**src/rtl/ms_deadline.sv**
```systemverilog
// ----------------------------------------------------------------------------
// ms_deadline
//
// Millisecond countdown deadline generator. The link controller loads a
// timeout in milliseconds and pulses i_start. The block divides the system
// clock down to 1 ms ticks with an internal prescaler. It counts the loaded
// value down to zero and then flags expiry, so the controller can abort or
// retry an exchange.
//
// Parameters
//   PERIOD        clock cycles per 1 ms tick (1 .. 2^20-1), default 50000
//
// Ports
//   i_clk         system clock, rising edge
//   i_rst_n       asynchronous active-low reset
//   i_start       load i_timeout_ms and (re)start the countdown
//   i_cancel      abort a running countdown; no expiry is signalled
//   i_timeout_ms  deadline in ms, sampled only on an edge with i_start=1
//   o_busy        countdown in progress
//   o_expired     deadline reached
//   o_remaining   whole milliseconds left, 0 when idle
//
// Build option
//   MS_DEADLINE_STICKY_EN  when defined, o_expired is sticky. It stays set
//                          until the next start/cancel edge or reset. When
//                          not defined, o_expired is a one-cycle pulse.
//
// Event priority on each edge: start > cancel > prescaler tick.
// ----------------------------------------------------------------------------
module ms_deadline #(
  parameter int unsigned PERIOD = 50000
) (
  input  logic        i_clk,
  input  logic        i_rst_n,
  input  logic        i_start,
  input  logic        i_cancel,
  input  logic [15:0] i_timeout_ms,
  output logic        o_busy,
  output logic        o_expired,
  output logic [15:0] o_remaining
);

  typedef enum logic {
    ST_IDLE = 1'b0,
    ST_RUN  = 1'b1
  } state_t;

  localparam logic [19:0] PRE_LAST = 20'(PERIOD - 1);

  state_t      r_state;
  state_t      w_state_next;
  logic [19:0] r_pre;
  logic [19:0] w_pre_next;
  logic [15:0] r_remaining;
  logic [15:0] w_remaining_next;
  logic        r_busy;
  logic        r_expired;
  logic        w_expired_next;
  logic        w_expired_hold;
  logic        w_tick;
  logic        w_zero_load;

  // The value o_expired takes when nothing on this edge sets or clears it.
`ifdef MS_DEADLINE_STICKY_EN
  assign w_expired_hold = r_expired;
`else
  assign w_expired_hold = 1'b0;
`endif

  // With PERIOD=1, PRE_LAST is 0. The prescaler then stays at 0 and every
  // RUN cycle is a tick.
  assign w_tick      = (r_state == ST_RUN) && (r_pre == PRE_LAST);
  assign w_zero_load = (i_timeout_ms == 16'd0);

  // --------------------------------------------------------------------------
  // State register
  // --------------------------------------------------------------------------
  always_ff @(posedge i_clk or negedge i_rst_n) begin
    if (!i_rst_n) begin
      r_state     <= ST_IDLE;
      r_pre       <= 20'd0;
      r_remaining <= 16'd0;
      r_busy      <= 1'b0;
      r_expired   <= 1'b0;
    end else begin
      r_state     <= w_state_next;
      r_pre       <= w_pre_next;
      r_remaining <= w_remaining_next;
      r_busy      <= (w_state_next == ST_RUN);
      r_expired   <= w_expired_next;
    end
  end

  // --------------------------------------------------------------------------
  // Next-state logic
  // --------------------------------------------------------------------------
  always_comb begin
    w_state_next     = r_state;
    w_pre_next       = r_pre;
    w_remaining_next = r_remaining;
    w_expired_next   = w_expired_hold;

    if (i_start) begin
      // A start edge always begins a fresh deadline. It restarts the
      // prescaler and discards any tick that falls on this edge.
      w_pre_next = 20'd0;
      if (w_zero_load) begin
        // A zero-length deadline expires on the start edge itself and
        // never enters RUN.
        w_state_next     = ST_IDLE;
        w_remaining_next = 16'd0;
        w_expired_next   = 1'b1;
      end else begin
        w_state_next     = ST_RUN;
        w_remaining_next = i_timeout_ms;
        w_expired_next   = 1'b0;
      end
    end else if (i_cancel) begin
      // In RUN, cancel returns to IDLE. In IDLE the state is already idle,
      // so cancel leaves the countdown alone. In both cases it clears a
      // sticky expiry flag.
      w_state_next     = ST_IDLE;
      w_pre_next       = 20'd0;
      w_remaining_next = 16'd0;
      w_expired_next   = 1'b0;
    end else if (r_state == ST_RUN) begin
      if (w_tick) begin
        w_pre_next = 20'd0;
        if (r_remaining <= 16'd1) begin
          // The last millisecond has elapsed. The guard also covers 0, so
          // the count can never wrap.
          w_state_next     = ST_IDLE;
          w_remaining_next = 16'd0;
          w_expired_next   = 1'b1;
        end else begin
          w_remaining_next = r_remaining - 16'd1;
        end
      end else begin
        w_pre_next = r_pre + 20'd1;
      end
    end
  end

  assign o_busy      = r_busy;
  assign o_expired   = r_expired;
  assign o_remaining = r_remaining;

endmodule

```
**config.mk**
```make
export PLATFORM = sky130hd
export DESIGN_NAME = ms_deadline
export DESIGN_NICKNAME = d
export VERILOG_FILES = /design/src/rtl/ms_deadline.sv
export SDC_FILE = /design/constraint.sdc
export NUM_CORES = 1
export LEC_CHECK = 0
export BUFFER_PORTS_ARGS = -buffer_cell sky130_fd_sc_hd__buf_2
export CAP_MARGIN = 10
export CORE_MARGIN = 1
export CORE_UTILIZATION = 45
export CTS_BUF_LIST = sky130_fd_sc_hd__clkbuf_8
export DETAILED_ROUTE_END_ITERATION = 7
export GPL_TIMING_DRIVEN = 1
export PLACE_DENSITY = 0.66
export SLEW_MARGIN = 10
export SYNTH_ARGS = -nofsm -noshare
export SYNTH_HDL_FRONTEND = slang
export SYNTH_SLANG_ARGS = --single-unit
```
**constraint.sdc**
```tcl
create_clock -name i_clk -period 2.45 [get_ports i_clk]
set_clock_uncertainty 0.1 [all_clocks]
set_input_delay 0 -clock i_clk [delete_from_list [all_inputs] [get_ports i_clk]]
set_output_delay 0 -clock i_clk [all_outputs]
set_load 0.05 [all_outputs]
```
==> flow_summary.toml <==
[critical_path]
crit_path_max_fanout = 20
endpoint = "o_remaining[0]$_DFFE_PN0P_"
r2r_end = "o_remaining[0]$_DFFE_PN0P_"
arrival_ns = 2.32
r2r_start = "r_pre[10]$_DFFE_PN0P_"
crit_start = "r_pre[10]$_DFFE_PN0P_"
crit_type = "flip-flop to flip-flop"
start_kind = "flip-flop"
rrSetupSlack_ns = 0.25
rr_worst_depth = 6
crit_path_end_kind = "flip-flop"
crit_required_ns = 2.57

[detailed_routing]
drt_iter0_drc = 135
antenna_left = 0
post_drt_via_cell_ratio = 5.69
wl_um = 6050
drc_errors = 0
first_pass_iters = 4
via_count = 2100
wire_per_inst_um = 16.4

[sta]
maxSlewHeadroom_pct = 32.3
min_period_ns = 2.20
fin_ws_ns = 0.255
tightestPinTransition_ns = 1.02
maxSlewViolCount = 0
max_clock_freq_mhz = 456
setup_viol = 0
setup_tns_ns = 0
hold_viol = 0
min_period_over_period_pct = 89.6
rsz0062_at_grt = "false"

[cells_and_area]
drive_above_1_share_pct = 19.9
layout_commonest_cell = "dfrtp_1"
layout_common_cells = "dfrtp_1 (38), buf_2 (37), nor2_1 (25)"
nets = 324
n_antenna_cell = 0
syn_to_final_growth_pct = 24.9
fin_cells = 369

[job]
cap_violations = 0

[die]
die-area_um2 = 5270
ioPinCount = 38
core_um2 = 4750
rows = 25
die_x_um = 72.6
die_h_um = 72.6
initial_core_util_pct = 47.2

[grt]
grt_start_max_net_pins = 39
antenna_found_initial = 0
grt_pass1_vias = 2047
grt_use_total_pct = 25.1
grt.overflow.total = 0
grt_pass1_wl_um = 10000

[logic_synthesis]
synth-seq-area-share_pct = 42.4
yosysWarnings = 0
yosysTopAreaCell = "dfrtp_1"
async_reset_ff_share_pct = 100
synthFlopType = "dfrtp_1"
synth_edf_count = 0
syn-cell-area_um2 = 2240
syn_nets = 268
ys_ff_latch = 38
syn_inst = 245
synth_area_leaders = "dfrtp_1 (42%), nor2_1 (4.2%), nand2_1 (3.7%)"
ys_types = 50
synth_top_area_share_pct = 42.4
syn_avg_cell_area_um2 = 9.16

[power]
vdd_drop_max_v = 0.000411
power.density_nw_per_um2 = 649
power.total_mw = 1.82
leakage_nw = 1.17

[clock_network]
cts_tree = "yes"
ctsLongestPathBuffers = 2
cts_sinks = 38
clk_latency_ns = 0.30
cts.htree.levels = 2
cts_buffers = 5
path_clk_slew_ns = 0.08
root_buffer = "clkbuf_8"
post_cts_resized = 0

[hold_path]
worstHoldPathType = "input pin to flip-flop"

[place]
dp_cells = 345
dp_slack_ns = 0.278
dp_hpwl_um = 4180
port_buffers = 37
place_congestion = 0.819

[outcome]
run_status = "finished, final reports clean"
-- worst min path at each step --
stage / from / end / slack (ns) / depth (start not counted)
5_1_grt: i_timeout_ms[1] / o_remaining[1]$_DFFE_PN0P_ / 0.04 / 4
6_report: i_timeout_ms[1] / o_remaining[1]$_DFFE_PN0P_ / 0.02 / 4
3_3_place_gp: i_rst_n / r_pre[9]$_DFFE_PN0P_ / 0.06 / 1
4_1_cts: i_timeout_ms[1] / o_remaining[1]$_DFFE_PN0P_ / 0.02 / 4
2_1_floorplan: i_rst_n / o_busy$_DFF_PN0_ / -0.40 / 0
3_5_place_dp: i_rst_n / r_pre[8]$_DFFE_PN0P_ / 0.08 / 1
-- synth_stat cells (4+ instances only) --
cell type / instances
buf_2: 5
nor2_1: 25
xnor2_1: 7
dfrtp_1: 38
xor2_1: 9
nor3_1: 14
nor4_1: 8
nand3_1: 13
and2_1: 4
inv_1: 7
a21oi_1: 11
a22o_1: 4
nand2_1: 22
o21ai_0: 11
o2bb2ai_1: 5
a32oi_1: 5
and3_1: 4
nand4_1: 7
-- flip-flops by register name, summed over array words and instances, names as in the netlist --
signal and flops:
o_expired 1, o_remaining 16, r_pre 20, o_busy 1
-- metal layers --
layer / routed length (µm) / share of wire (%) / vias up / GRT usage [%]
met5: 0 / 0 / - / 0
met4: 79 / 1.3 / 0 / 8.06
met2: 3040 / 50 / 60 / 43.9
li1: - / - / 1025 / -
met1: 2650 / 44 / 1008 / 31.4
met3: 284 / 4.7 / 7 / 4.42
-- worst max-delay path: stages, from the launching register on --
cell and delay (ns):
dfrtp_1 0.45, nor4b_1 0.30, and3_1 0.29, a21o_1 0.46
buf_4 0.34, nor2_1 0.06, a21oi_1 0.11
-- metrics by stage --
step                utilization [%]  cell area, µm²  hold WS (ns)
finish                         58.9            2800        0.0210
CTS                            58.9            2800        0.0166
global placement               52.6            2500        0.0633
floorplan                         -            2240        -0.396
global route                   58.9            2800        0.0404
detailed placement             52.6            2500        0.0805
-- where the power goes --
| part | internal, mW | switching (mW) | leakage (nW) | total [mW] |
|---|---|---|---|---|
| Sequential | 0.663 | 0.0552 | 0.504 | 0.718 |
| Clock | 0.435 | 0.238 | 0.0714 | 0.672 |
| Combinational | 0.134 | 0.295 | 0.592 | 0.429 |
| Total | 1.23 | 0.588 | 1.17 | 1.82 |
-- layout make-up --
type | count | area [µm²]
multi-input combinational | 191 | 1210
sequential | 38 | 951
clock inverter | 2 | 60.1
inverter | 7 | 26.3
fill | 465 | 1950
tap | 67 | 83.8
clock buffer | 6 | 82.6
timing repair buffer | 58 | 383
-- logic make-up (layout without fill, tap and decap cells) --
logic type	count (synthesis)	after routing	synth area share (%)
buf+inv	16	73	3.46
fa+ha+maj	3	3	1.67
xor+xnor	16	16	6.25
compound gates	58	58	19.1
flops	38	38	42.4
mux	1	1	0.446
simple gates	113	113	26.7
-- timing repair --
item / 4_1_cts / 5_1_grt
buffers inserted: 0 / 0
endpoints found under the setup margin: 0 / 0
hold buffers: 16 / 0
hold endpoints to repair: 53 / 0
Power figures use the tool's default switching activity.
